File: src/rtl/cpu_pkg.sv
// Shared CPU definitions: datapath widths, opcodes, instruction field layout
// and register codes used by the fetch/decode path.
package cpu_pkg;

  localparam int ADDR_W  = 8;
  localparam int INSTR_W = 16;

  typedef enum logic [3:0] {
    OP_MOV = 4'h1,
    OP_ADD = 4'h2,
    OP_SUB = 4'h3,
    OP_AND = 4'h4,
    OP_OR  = 4'h5,
    OP_CPL = 4'h7,
    OP_SHL = 4'h8,
    OP_MUL = 4'hA,
    OP_MVI = 4'hC
  } opcode_t;

  localparam logic [15:0] HALT_WORD = 16'h0000;

  localparam int OPC_MSB = 15;
  localparam int OPC_LSB = 12;
  localparam int DST_MSB = 11;
  localparam int DST_LSB = 6;
  localparam int SRC_MSB = 5;
  localparam int SRC_LSB = 0;

  localparam logic [5:0] REG_A = 6'h3F;
  localparam logic [5:0] REG_B = 6'h3E;

  function automatic logic [3:0] opcode_of(input logic [15:0] instr);
    return instr[OPC_MSB:OPC_LSB];
  endfunction

endpackage

File: src/rtl/fetch_queue.sv
// Two-entry instruction queue of {instr, pc}; slot 0 is always the head.
// Flush wins over push/pop in the same cycle.
module fetch_queue #(
  parameter int ADDR_W  = 8,
  parameter int INSTR_W = 16
) (
  input  logic               clk,
  input  logic               rst,
  input  logic               push,
  input  logic [INSTR_W-1:0] push_instr,
  input  logic [ADDR_W-1:0]  push_pc,
  input  logic               pop,
  input  logic               flush,
  output logic [INSTR_W-1:0] head_instr,
  output logic [ADDR_W-1:0]  head_pc,
  output logic [1:0]         count
);

  logic [INSTR_W-1:0] instr0, instr1;
  logic [ADDR_W-1:0]  pc0, pc1;
  logic               do_pop, do_push;

  assign do_pop  = pop && (count != 2'd0);
  assign do_push = push && ((count != 2'd2) || do_pop);

  always_ff @(posedge clk or posedge rst) begin
    if (rst) begin
      count  <= 2'd0;
      instr0 <= '0;
      instr1 <= '0;
      pc0    <= '0;
      pc1    <= '0;
    end else if (flush) begin
      count <= 2'd0;
    end else begin
      case ({do_push, do_pop})
        2'b11: begin
          // count stays put; the new word lands behind whatever remains
          if (count == 2'd1) begin
            instr0 <= push_instr;
            pc0    <= push_pc;
          end else begin
            instr0 <= instr1;
            pc0    <= pc1;
            instr1 <= push_instr;
            pc1    <= push_pc;
          end
        end
        2'b01: begin
          instr0 <= instr1;
          pc0    <= pc1;
          count  <= count - 2'd1;
        end
        2'b10: begin
          if (count == 2'd0) begin
            instr0 <= push_instr;
            pc0    <= push_pc;
          end else begin
            instr1 <= push_instr;
            pc1    <= push_pc;
          end
          count <= count + 2'd1;
        end
        default: ;
      endcase
    end
  end

  assign head_instr = instr0;
  assign head_pc    = pc0;

endmodule

File: src/rtl/instr_fetch.sv
// Instruction fetch stage: owns the PC, drives the synchronous program ROM and
// queues returned words for decode. Halt-on-zero is built with FETCH_HALT_EN.
module instr_fetch
  import cpu_pkg::*;
#(
  parameter int                ADDR_W   = cpu_pkg::ADDR_W,
  parameter int                INSTR_W  = cpu_pkg::INSTR_W,
  parameter logic [ADDR_W-1:0] RESET_PC = '0
) (
  input  logic               clk,
  input  logic               rst,
  input  logic               run,
  input  logic               redirect_valid,
  input  logic [ADDR_W-1:0]  redirect_addr,
  output logic               rom_read,
  output logic [ADDR_W-1:0]  rom_addr,
  input  logic [INSTR_W-1:0] rom_data,
  output logic               ir_valid,
  input  logic               ir_ready,
  output logic [INSTR_W-1:0] ir_instr,
  output logic [3:0]         ir_opcode,
  output logic [5:0]         ir_dest,
  output logic [5:0]         ir_src,
  output logic [ADDR_W-1:0]  ir_pc,
  output logic               halted
);

  logic [ADDR_W-1:0]  pc, inflight_pc;
  logic               inflight, squash, halted_q;
  logic [1:0]         count;
  logic               pop_req, issue, capture, halt_hit, push;
  logic [2:0]         occupancy;
  logic [INSTR_W-1:0] head_instr;
  logic [ADDR_W-1:0]  head_pc;

  assign ir_valid = (count != 2'd0);
  assign pop_req  = ir_valid && ir_ready;

  // Slots that will be taken once this cycle's pop and the inflight word settle.
  assign occupancy = 3'(count) + 3'(inflight) - 3'(pop_req);
  assign issue     = run && !halted_q && !redirect_valid && !rst && (occupancy <= 3'd1);
  assign capture   = inflight && !squash && !halted_q && !redirect_valid;

`ifdef FETCH_HALT_EN
  assign halt_hit = capture && (rom_data == INSTR_W'(HALT_WORD));

  always_ff @(posedge clk or posedge rst) begin
    if (rst)
      halted_q <= 1'b0;
    else if (redirect_valid)
      halted_q <= 1'b0;
    else if (halt_hit)
      halted_q <= 1'b1;
  end
`else
  assign halt_hit = 1'b0;
  assign halted_q = 1'b0;
`endif

  assign push = capture && !halt_hit;

  always_ff @(posedge clk or posedge rst) begin
    if (rst) begin
      pc          <= RESET_PC;
      inflight    <= 1'b0;
      inflight_pc <= '0;
      squash      <= 1'b0;
    end else begin
      inflight <= issue;
      squash   <= redirect_valid && inflight;
      if (issue)
        inflight_pc <= pc;
      // A read issued alongside the halt capture is dropped, so the PC holds at halt+1.
      if (redirect_valid)
        pc <= redirect_addr;
      else if (issue && !halt_hit)
        pc <= pc + ADDR_W'(1);
    end
  end

  fetch_queue #(
    .ADDR_W  (ADDR_W),
    .INSTR_W (INSTR_W)
  ) u_queue (
    .clk        (clk),
    .rst        (rst),
    .push       (push),
    .push_instr (rom_data),
    .push_pc    (inflight_pc),
    .pop        (pop_req && !redirect_valid),
    .flush      (redirect_valid),
    .head_instr (head_instr),
    .head_pc    (head_pc),
    .count      (count)
  );

  assign rom_read  = issue;
  assign rom_addr  = pc;
  assign ir_instr  = head_instr;
  assign ir_pc     = head_pc;
  assign ir_opcode = head_instr[OPC_MSB:OPC_LSB];
  assign ir_dest   = head_instr[DST_MSB:DST_LSB];
  assign ir_src    = head_instr[SRC_MSB:SRC_LSB];
  assign halted    = halted_q;

endmodule

File: config.mk
export PLATFORM = sky130hd
export DESIGN_NAME = instr_fetch
export DESIGN_NICKNAME = d
export VERILOG_FILES = /design/src/rtl/cpu_pkg.sv /design/src/rtl/fetch_queue.sv /design/src/rtl/instr_fetch.sv
export SDC_FILE = /design/constraint.sdc
export NUM_CORES = 1
export LEC_CHECK = 0
export CELL_PAD_IN_SITES_DETAIL_PLACEMENT = 0
export CELL_PAD_IN_SITES_GLOBAL_PLACEMENT = 1
export CORE_MARGIN = 5
export CORE_UTILIZATION = 39
export CTS_CLUSTER_DIAMETER = 150
export DETAILED_ROUTE_END_ITERATION = 10
export GPL_TIMING_DRIVEN = 1
export HOLD_SLACK_MARGIN = 0.02
export PLACE_DENSITY_LB_ADDON = 0.1
export SLEW_MARGIN = 20
export SYNTH_ARGS = -nofsm -noshare
export SYNTH_HDL_FRONTEND = slang
export SYNTH_SLANG_ARGS = --single-unit
File: constraint.sdc
create_clock -name clk -period 3.6 [get_ports clk]
set_input_delay 0.72 -clock clk [delete_from_list [all_inputs] [get_ports clk]]
set_output_delay 0.72 -clock clk [all_outputs]
set_load 0.005 [all_outputs]
==> Yosys cells after proc, flatten, opt, wreduce, memory -nomap -nowiden <==
Cells that the tools add are included.
Widths: inputs -> output; s select.
{ "word_totals": {"mem_count": 0, "ramBits": 0, "inputBits": 29, "reg_bits": 68, "romBits": 0, "latchBits": 0} }
{ "op_classes": {"eq_ne": 8, "div": 0, "addsub": 5, "n_mux": 16, "n_reduce_logical": 22, "magnitude_cmp": 1, "n_mul": 0, "bitwise_logic": 1, "n_shift": 0} }
{ "ops": {"columns": ["operator", "n"], "rows": [
  ["$mux 16", 4],
  ["$mux 8", 6],
  ["$pmux 16 s3", 1],
  ["$pmux 16 s2", 1],
  ["$pmux 8 s3", 1],
  ["$pmux 8 s2", 1],
  ["$logic_and 1x1->1", 10],
  ["$add 8x1->8 const B", 1],
  ["$ne 2x2->1 const B", 3],
  ["$reduce_bool 2->1", 3],
  ["$reduce_bool 3->1", 2],
  ["$eq 2x1->1 const B", 2],
  ["$eq 2x2->1 const B", 2],
  ["$pmux 2 s2", 1],
  ["$reduce_and 4->1", 1],
  ["$add 2x1->3", 1],
  ["$le 3x1->1 const B", 1],
  ["$logic_not 1->1", 3],
  ["$reduce_and 3->1", 1],
  ["$sub 3x1->3", 1],
  ["$add 2x1->2 const B", 1],
  ["$logic_not 2->1", 1],
  ["$mux 2", 1],
  ["$ne 2x1->1 const B", 1],
  ["other kinds (3)", 3]
]} }

==> Depth between registers and ports, before layout <==
Gate-level depths: netlist (run 1).
{ "depth": {"depth_word": 9, "mapped_depth": 15, "mapped_depth_nobuf": 14} }

==> Cells and area by module <==
Synthesis (run 1) repeated with hierarchy kept, for this count alone.
{ "unflattened": {"hier_cells": 354, "area_unflattened_um2": 3763.6} }
{ "by_module_without_submodules": {"columns": ["mod", "seq_area_each_um2", "area_each_um2", "cells_each", "n_inst"], "rows": [
  ["fetch_queue", 1251.2, 2700.1, 240, 1],
  ["instr_fetch", 450.4, 1063.5, 114, 1]
]} }

==> Worst setup path after synthesis (run 1) <==
No wires, ideal clock.
{ "synth_path": {"path_type": "register to output", "from": "register u_queue.count[1]", "to": "output rom_read", "arrival_ps": 2540, "setup_slack_ps": 340, "n_path_buf": 1, "path_stages_with_launch": 14, "required_time_ps": 2880, "path_cell_list": "dfrtp_1 inv_1 ha_1 nand2b_4 inv_1 ha_1 inv_1 ha_1 inv_1 fa_1 nand4bb_1 or2_1 inv_1 buf_4"} }
{ "synth_via": {"elab_chain_cells": 5, "elab_cells_between_ends": 6, "classes_between": "2 x add/sub; 1 x order compare; 3 x reduce/logical"} }
{ "synth_lines": {"columns": ["element", "line", "text"], "rows": [
  ["start: declaration", "fetch_queue.sv:16", "output logic [1:0] count"],
  ["start signal: assignment", "fetch_queue.sv:52", "count <= count - 2'd1;"],
  ["start signal: assignment", "fetch_queue.sv:62", "count <= count + 2'd1;"],
  ["branches (longest 2 deep; another with $add 2x1->3)", null, null],
  ["$sub 3x1->3 *", "instr_fetch.sv:40", "assign occupancy = 3'(count) + 3'(inflight) - 3'(pop_req);"],
  ["$le 3x1->1 *", "instr_fetch.sv:41", "assign issue = run && !halted_q && !redirect_valid && !rst && (occupancy <= 3'd1);"],
  ["$logic_and 1x1->1 *", "instr_fetch.sv:41", null],
  ["end: declaration", "instr_fetch.sv:15", "output logic rom_read,"]
]} }
Mark *: on every way between the ends.

==> Worst setup path in the final report (run 1) <==
{ "layout_path": {"from": "input ir_ready", "to": "output rom_read"} }
{ "layout_via": {"elab_chain_cells": 4} }
{ "layout_lines": {"columns": ["element", "line", "text"], "rows": [
  ["start: declaration", "instr_fetch.sv:19", "input logic ir_ready,"],
  ["$logic_and 1x1->1", "instr_fetch.sv:37", "assign pop_req = ir_valid && ir_ready;"],
  ["$sub 3x1->3", "instr_fetch.sv:40", null],
  ["$le 3x1->1", "instr_fetch.sv:41", null],
  ["$logic_and 1x1->1", "instr_fetch.sv:41", null]
]} }
No other way between the ends.

==> run_results.csv, run 1 <==
group,metric,value,unit
outcome,status,"finished clean",
synthesis,syn-cell-area,3258,sq um
global_route,grt_pass1_wl,11.32,mm
sta,fin_worst_skew,0.008537,ns
clock_tree,h-tree-depth,3,
global_route,grt_pass1_vias,2262,
pwr,power_frac_seq,39.7,%
global_route,grt_usage,14.00,%
floorplan,fp.dieW,101.4,um
cells_and_area,fillers,765,
critical_path,path_cells,"dlygate4sd2_1 -> nand2b_4 -> inv_1 -> ha_1 -> inv_1 -> ha_1 -> inv_1 -> fa_1 -> nand4bb_1 -> or2_1 -> inv_2 -> clkbuf_2",
synthesis,yosys-top-cells-area,"dfrtp_1 52%, a221o_1 8.9%, mux2_2 8.3%",
floorplan,row_count,33,
pwr,combPwrFrac,41.3,%
synthesis,synth_top_cell_area_share,52.23,%
pwr,max-vdd-ir-drop,312.5,uV
clock_tree,clock_latency,0.33,ns
clock_tree,numClockSinks,68,
critical_path,crit_top_cell,"inv_1",
sta,setup_tns,0,ns
synthesis,syn_avg_cell_area,12.20,sq um
cells_and_area,area_delta_synth_final,31.11,%
synthesis,synth_edf_count,0,
critical_path,cp_top_family,"adder cells",
critical_path,path_class,"input port to output pin",
clock_tree,cts_made_buffers,9,
pwr,p_int,0.002135,W
floorplan,core_area,8175,sq um
hold_path,hold_path_class,"flip-flop to flip-flop",
floorplan,initial_utilization,39.85,%
pwr,p_switching,0.0009376,W
drt,wl_per_cell,15.23,um
synthesis,synth.yosys.warnings,0,
critical_path,required,2.88,ns
synthesis,ys_ff_latch,68,
global_route,grt_max_degree,39,
synthesis,yosysTopAreaCell,"dfrtp_1",
critical_path,critPathMaxFanout,3,
cells_and_area,final_util,52.25,%
floorplan,boundaryPins,80,
sta,tightest_slew,0.7151,ns
critical_path,crit_arrival,2.66,ns
sta,max_freq,0.2958,GHz
synthesis,synth_fp_nets,303,
cells_and_area,drive_gt1_share,20.11,%
place,io_buffers,78,
drt,vias,2260,
place,dp.cells,433,
floorplan,fp.dieH,101.4,um
drt,ant_nets,0,
global_route,grt_antenna_before_repair,0,
drt,drc_errors,0,
job,cap_viol_max_count,0,
clock_tree,cts_tree,"built",
critical_path,crit_slowest_cell,"fa_1",
critical_path,slowest_delay,0.48,ns
drt,avgViaCountPerCell,4.989,
synthesis,ys_seq_area_share,52.23,%
global_route,grt_remaining_overflow,0,
synthesis,ys.flop_type,"dfrtp_1",
clock_tree,ctsRootBufferMaster,"clkbuf_8",
drt,firstDrtPassIters,4,
pwr,power_leakage,1.939,nW
cells_and_area,n_antenna_cell,0,
sta,rsz0062_at_grt,"no",
pwr,p_sw_share,30.52,%
sta,slew_headroom,52.26,%
critical_path,cp-end-kind,"output pin",
critical_path,worst-path-buf-inv,6,
drt,wirelength,6.897,mm
sta,period_minus_slack,3.381,ns
sta,setup_viol,0,
sta,period_share,93.91,%
drt,drtIter0Drc,67,
pwr,power,0.003072,W
sta,drv_slew,0,
place,dp_hpwl,4.623,mm
synthesis,ys_types,41,
pwr,powerDensity,719.3,nW/um^2
synthesis,syn_inst,267,
synthesis,postSynth.asyncResetShare,100.0,%
clock_tree,clk_path_buf_depth,2,
floorplan,dieArea,10280,sq um
cells_and_area,fin_cells,453,
critical_path,cp-start-kind,"input port",
cells_and_area,final_nets,379,
place,place_congestion,0.7493,
pwr,clkPwrFrac,19.1,%
sta,finalHoldViolations,0,
clock_tree,clk_pin_slew,0.07,ns
clock_tree,postCtsHoldBufs,0,
## flip-flops by register name, indices dropped and copies added (netlist names), 2 cells and up
| signal | count |
|---|---|
| u_queue.head_instr | 16 |
| u_queue.instr1 | 16 |
| inflight_pc | 8 |
| rom_addr | 8 |
| u_queue.head_pc | 8 |
| u_queue.pc1 | 8 |
| u_queue.count | 2 |
## cells by family after synthesis
logic type | after synthesis | share of synthesized area (%)
XOR/XNOR | 3 | 0.8066
adder cells (fa/ha/maj) | 7 | 2.919
AO/OA/AOI/OAI | 47 | 13.25
other | 1 | 0.1151
AND/OR/NAND/NOR | 73 | 13.10
multiplexers | 27 | 9.255
buffers and inverters | 41 | 8.333
flip-flops | 68 | 52.23
## metal layers
metal  vias to the layer above  part of all wire [%]  track usage (%)
met3                         8                   6.6            3.099
met2                        73                    45            21.08
met4                         0                   1.0            6.135
met1                      1092                    47            19.41
li1                       1087                     -                -
met5                         -                     0                0
## cell usage after synthesis (all sizes together), types with 3 or more instances
cell type  instances
nand3              3
ha                 6
inv               11
a221o             29
o21ai              9
dfrtp             68
nor2               3
buf               29
nor3b              3
nand2             26
nor2b             24
mux2              25
nor3               3
## metrics by stage
step	cell area, sq um	hold slack (ns)	worst slack, ns
6_report	4272	0.4972	0.2191
3_5_place_dp	4061	0.4838	-0.4176
3_3_place_gp	4061	0.4710	-0.4090
2_1_floorplan	3258	0.4595	0.3395
4_1_cts	4260	0.4947	0.07013
5_1_grt	4272	0.5147	0.04822
## worst paths after layout
kind / from / end / slack, ns / cells past startpoint
worst min register to register: u_queue.pc1[0]$_DFFE_PP0P_ / u_queue.head_pc[0]$_DFFE_PP0P_ / 0.50 / 1
max in group asynchronous: rst / inflight_pc[2]$_DFFE_PP0P_ / 2.09 / 3
min in group asynchronous: rst / u_queue.count[0]$_DFFE_PP0P_ / 0.86 / 2
worst max-delay path: ir_ready / rom_read / 0.22 / 12
worst min-delay path: u_queue.pc1[0]$_DFFE_PP0P_ / u_queue.head_pc[0]$_DFFE_PP0P_ / 0.50 / 1
worst max register to register: u_queue.count[0]$_DFFE_PP0P_ / rom_addr[6]$_DFFE_PP0P_ / 0.55 / 16
## cell usage in the layout, fill, tap and decap left out, types with 2 or more instances in the layout
cell type / n
a21bo_2: 2
a221o_1: 29
and3_1: 2
buf_4: 16
clkbuf_1: 2
clkbuf_8: 9
clkdlybuf4s50_1: 76
clkinv_2: 3
dfrtp_1: 68
ha_1: 5
inv_1: 7
inv_2: 4
mux2_2: 24
mux2i_1: 2
nand2_1: 26
nand3_1: 3
nand4bb_1: 2
nor2_1: 3
nor2b_1: 24
nor3_1: 2
nor3b_1: 3
o21ai_0: 9
xnor2_1: 2
## power groups by stage
stage	clock network, W	registers [W]	logic [W]
detailed placement	0	0.00124	0.00127
global route	0.000643	0.00126	0.00139
CTS	0.000613	0.00122	0.00129
global placement	0	0.00122	0.00125
floorplan	0	0.00121	0.000751
finish	0.000586	0.00122	0.00127
## layout make-up
cell class	count	area, sq um	share of cell area, %
Inverter	11	41.29	0.9666
Tap cell	105	131.4	3.076
Timing Repair Buffer	95	914.6	21.41
Clock inverter	5	52.55	1.230
Sequential cell	68	1702	39.84
Clock buffer	11	131.4	3.076
Multi-Input combinational cell	158	1299	30.40
## what timing repair did
item	4_1_cts	5_1_grt
gates resized for setup	5	2
pin swaps	2	2
buffers inserted	2	2
gates cloned	0	0
setup endpoints to repair	1	1
(Power assumes the default switching activity.)
==> run 2, diff against run 1 <==
Settings changed: CORE_UTILIZATION 39 to 49, DONT_BUFFER_PORTS set to 1.
==> run 2 against run 1 <==
Setup slack got worse by 0.012 ns. Count of clock-buffer cells in the layout shrank 1. Sequential power increased by 5%. Sequential share of layout area up 9.2 points.
==> run_results.csv, run 2 (synthesis gave the netlist of run 1 again) <==
group,metric,value,unit
outcome,status,"finished clean",
floorplan,core_area,6422,sq um
drt,ant_nets,0,
drt,wl_per_cell,19.24,um
global_route,grt_use_met1,22.00,%
sta,setup_viol,0,
drt,wirelength,6.561,mm
critical_path,path_class,"flip-flop to output pin",
sta,slew_headroom,56.95,%
cells_and_area,n_antenna_cell,0,
critical_path,path_cells,"inv_2 -> ha_4 -> nand2b_4 -> inv_1 -> ha_1 -> inv_1 -> ha_1 -> inv_1 -> fa_1 -> nand4bb_1 -> or2_1 -> inv_2",
clock_tree,h-tree-depth,3,
clock_tree,numClockSinks,68,
global_route,grt_antenna_before_repair,0,
sta,rsz0062_at_grt,"no",
cells_and_area,final_cell_mix,"67 x dfrtp_1, 29 x a221o_1, 26 x nand2_1",
pwr,power_frac_seq,45.7,%
global_route,grt_pass1_wl,10.86,mm
sta,tightest_slew,0.6449,ns
critical_path,required,2.88,ns
drt,drtIter0Drc,89,
critical_path,cp-start-kind,"flip-flop",
sta,max_freq,0.2948,GHz
drt,drc_errors,0,
global_route,grt_most_used_layer,"met2",
clock_tree,clk_path_buf_depth,2,
cells_and_area,drive_gt1_share,25.38,%
critical_path,worst-path-buf-inv,5,
clock_tree,clk_pin_slew,0.07,ns
clock_tree,clock_latency,0.34,ns
pwr,powerDensity,806.4,nW/um^2
cells_and_area,area_delta_synth_final,6.490,%
global_route,grt_usage,16.54,%
cells_and_area,layout_commonest_cell,"dfrtp_1",
drt,firstDrtPassIters,4,
pwr,clkPwrFrac,25.3,%
pwr,p_int,0.001873,W
pwr,p_sw_share,33.07,%
sta,period_share,94.24,%
sta,finalHoldViolations,0,
cells_and_area,final_nets,295,
pwr,combPwrFrac,28.9,%
sta,period_minus_slack,3.393,ns
floorplan,boundaryPins,80,
floorplan,dieArea,8380,sq um
floorplan,initial_utilization,50.73,%
global_route,grt_max_degree,41,
floorplan,fp.dieH,91.54,um
global_route,grt_pass1_vias,2031,
place,dp_hpwl,4.111,mm
job,cap_viol_max_count,0,
hold_path,hold_path_class,"input port to async pin",
global_route,grt_use_met2,24.28,%
pwr,p_switching,0.0009254,W
sta,fin_worst_skew,0.01162,ns
place,dpl_cell_area,3201,sq um
floorplan,fp.dieW,91.54,um
drt,vias,2002,
critical_path,critPathMaxFanout,5,
critical_path,crit_top_cell,"inv_1",
cells_and_area,postLayoutCellArea,3470,sq um
floorplan,row_count,29,
clock_tree,ctsRootBufferMaster,"clkbuf_8",
sta,setup_tns,0,ns
clock_tree,cts_made_buffers,9,
critical_path,slowest_delay,0.48,ns
place,place_congestion,0.7631,
global_route,grt_remaining_overflow,0,
critical_path,crit_slowest_cell,"fa_1",
pwr,power_leakage,1.641,nW
sta,drv_slew,0,
clock_tree,cts_tree,"built",
critical_path,crit_arrival,2.67,ns
critical_path,cp-end-kind,"output pin",
drt,avgViaCountPerCell,5.871,
place,io_buffers,0,
pwr,max-vdd-ir-drop,350.2,uV
critical_path,cp_top_family,"adder cells",
global_route,grt_use_met3,6.446,%
==> run 2: final timing paths <==
check	start	to	slack, ns	cells after the start
max	u_queue.count[1]$_DFFE_PP0P_	rom_read	0.21	12
min	rst	rom_addr[3]$_DFFE_PP0P_	0.35	1
max reg2reg	u_queue.count[1]$_DFFE_PP0P_	rom_addr[6]$_DFFE_PP0P_	0.54	13
min reg2reg	u_queue.instr1[8]$_DFFE_PP0P_	u_queue.head_instr[8]$_DFFE_PP0P_	0.50	1
max in group asynchronous	rst	u_queue.count[1]$_DFFE_PP0P_	2.59	2
min in group clk	redirect_valid	u_queue.count[0]$_DFFE_PP0P_	0.45	1
==> run 2: power by group through the flow <==
stage	Clock [W]	Sequential, W	Combinational (W)
after global placement	0	0.00128	0.000743
after global routing	0.000764	0.00132	0.000914
after floorplan	0	0.00121	0.000751
after detailed placement	0	0.00130	0.000753
after CTS	0.000728	0.00128	0.000781
final	0.000709	0.00128	0.000810
==> run 2: layout make-up <==
cell class / count / area, sq um
tap: 77 / 96.34
clock buffer: 10 / 137.6
inverter: 11 / 41.29
sequential: 68 / 1703
clock inverter: 6 / 87.58
multi-input combinational: 158 / 1309
fill: 594 / 2953
timing repair buffer: 11 / 95.09
==> run 2: routing by layer <==
layer | up-vias | wire [um]
met2 | 59 | 3016
met1 | 1017 | 3048
met3 | 8 | 427
met5 | - | 0
met4 | 0 | 69
li1 | 918 | -
==> run 2: metrics by stage <==
stage	setup slack (ns)	power, W	hold slack, ns	cells	utilization [%]
floorplan	0.3395	0.001963	0.4595	267	-
global placement	0.3559	0.002028	0.4692	321	49.83
detailed placement	0.2690	0.002049	0.4888	321	49.83
CTS	0.009935	0.002790	0.3540	337	53.54
global route	0.03058	0.002997	0.3794	341	54.02
finish	0.2073	0.002798	0.3463	341	54.02
==> run 2: what timing repair did <==
action	CTS	global route
gates resized for setup	2	4
hold buffers	0	0
setup buffers	0	4
setup endpoints to repair	1	1
pin swaps	0	1
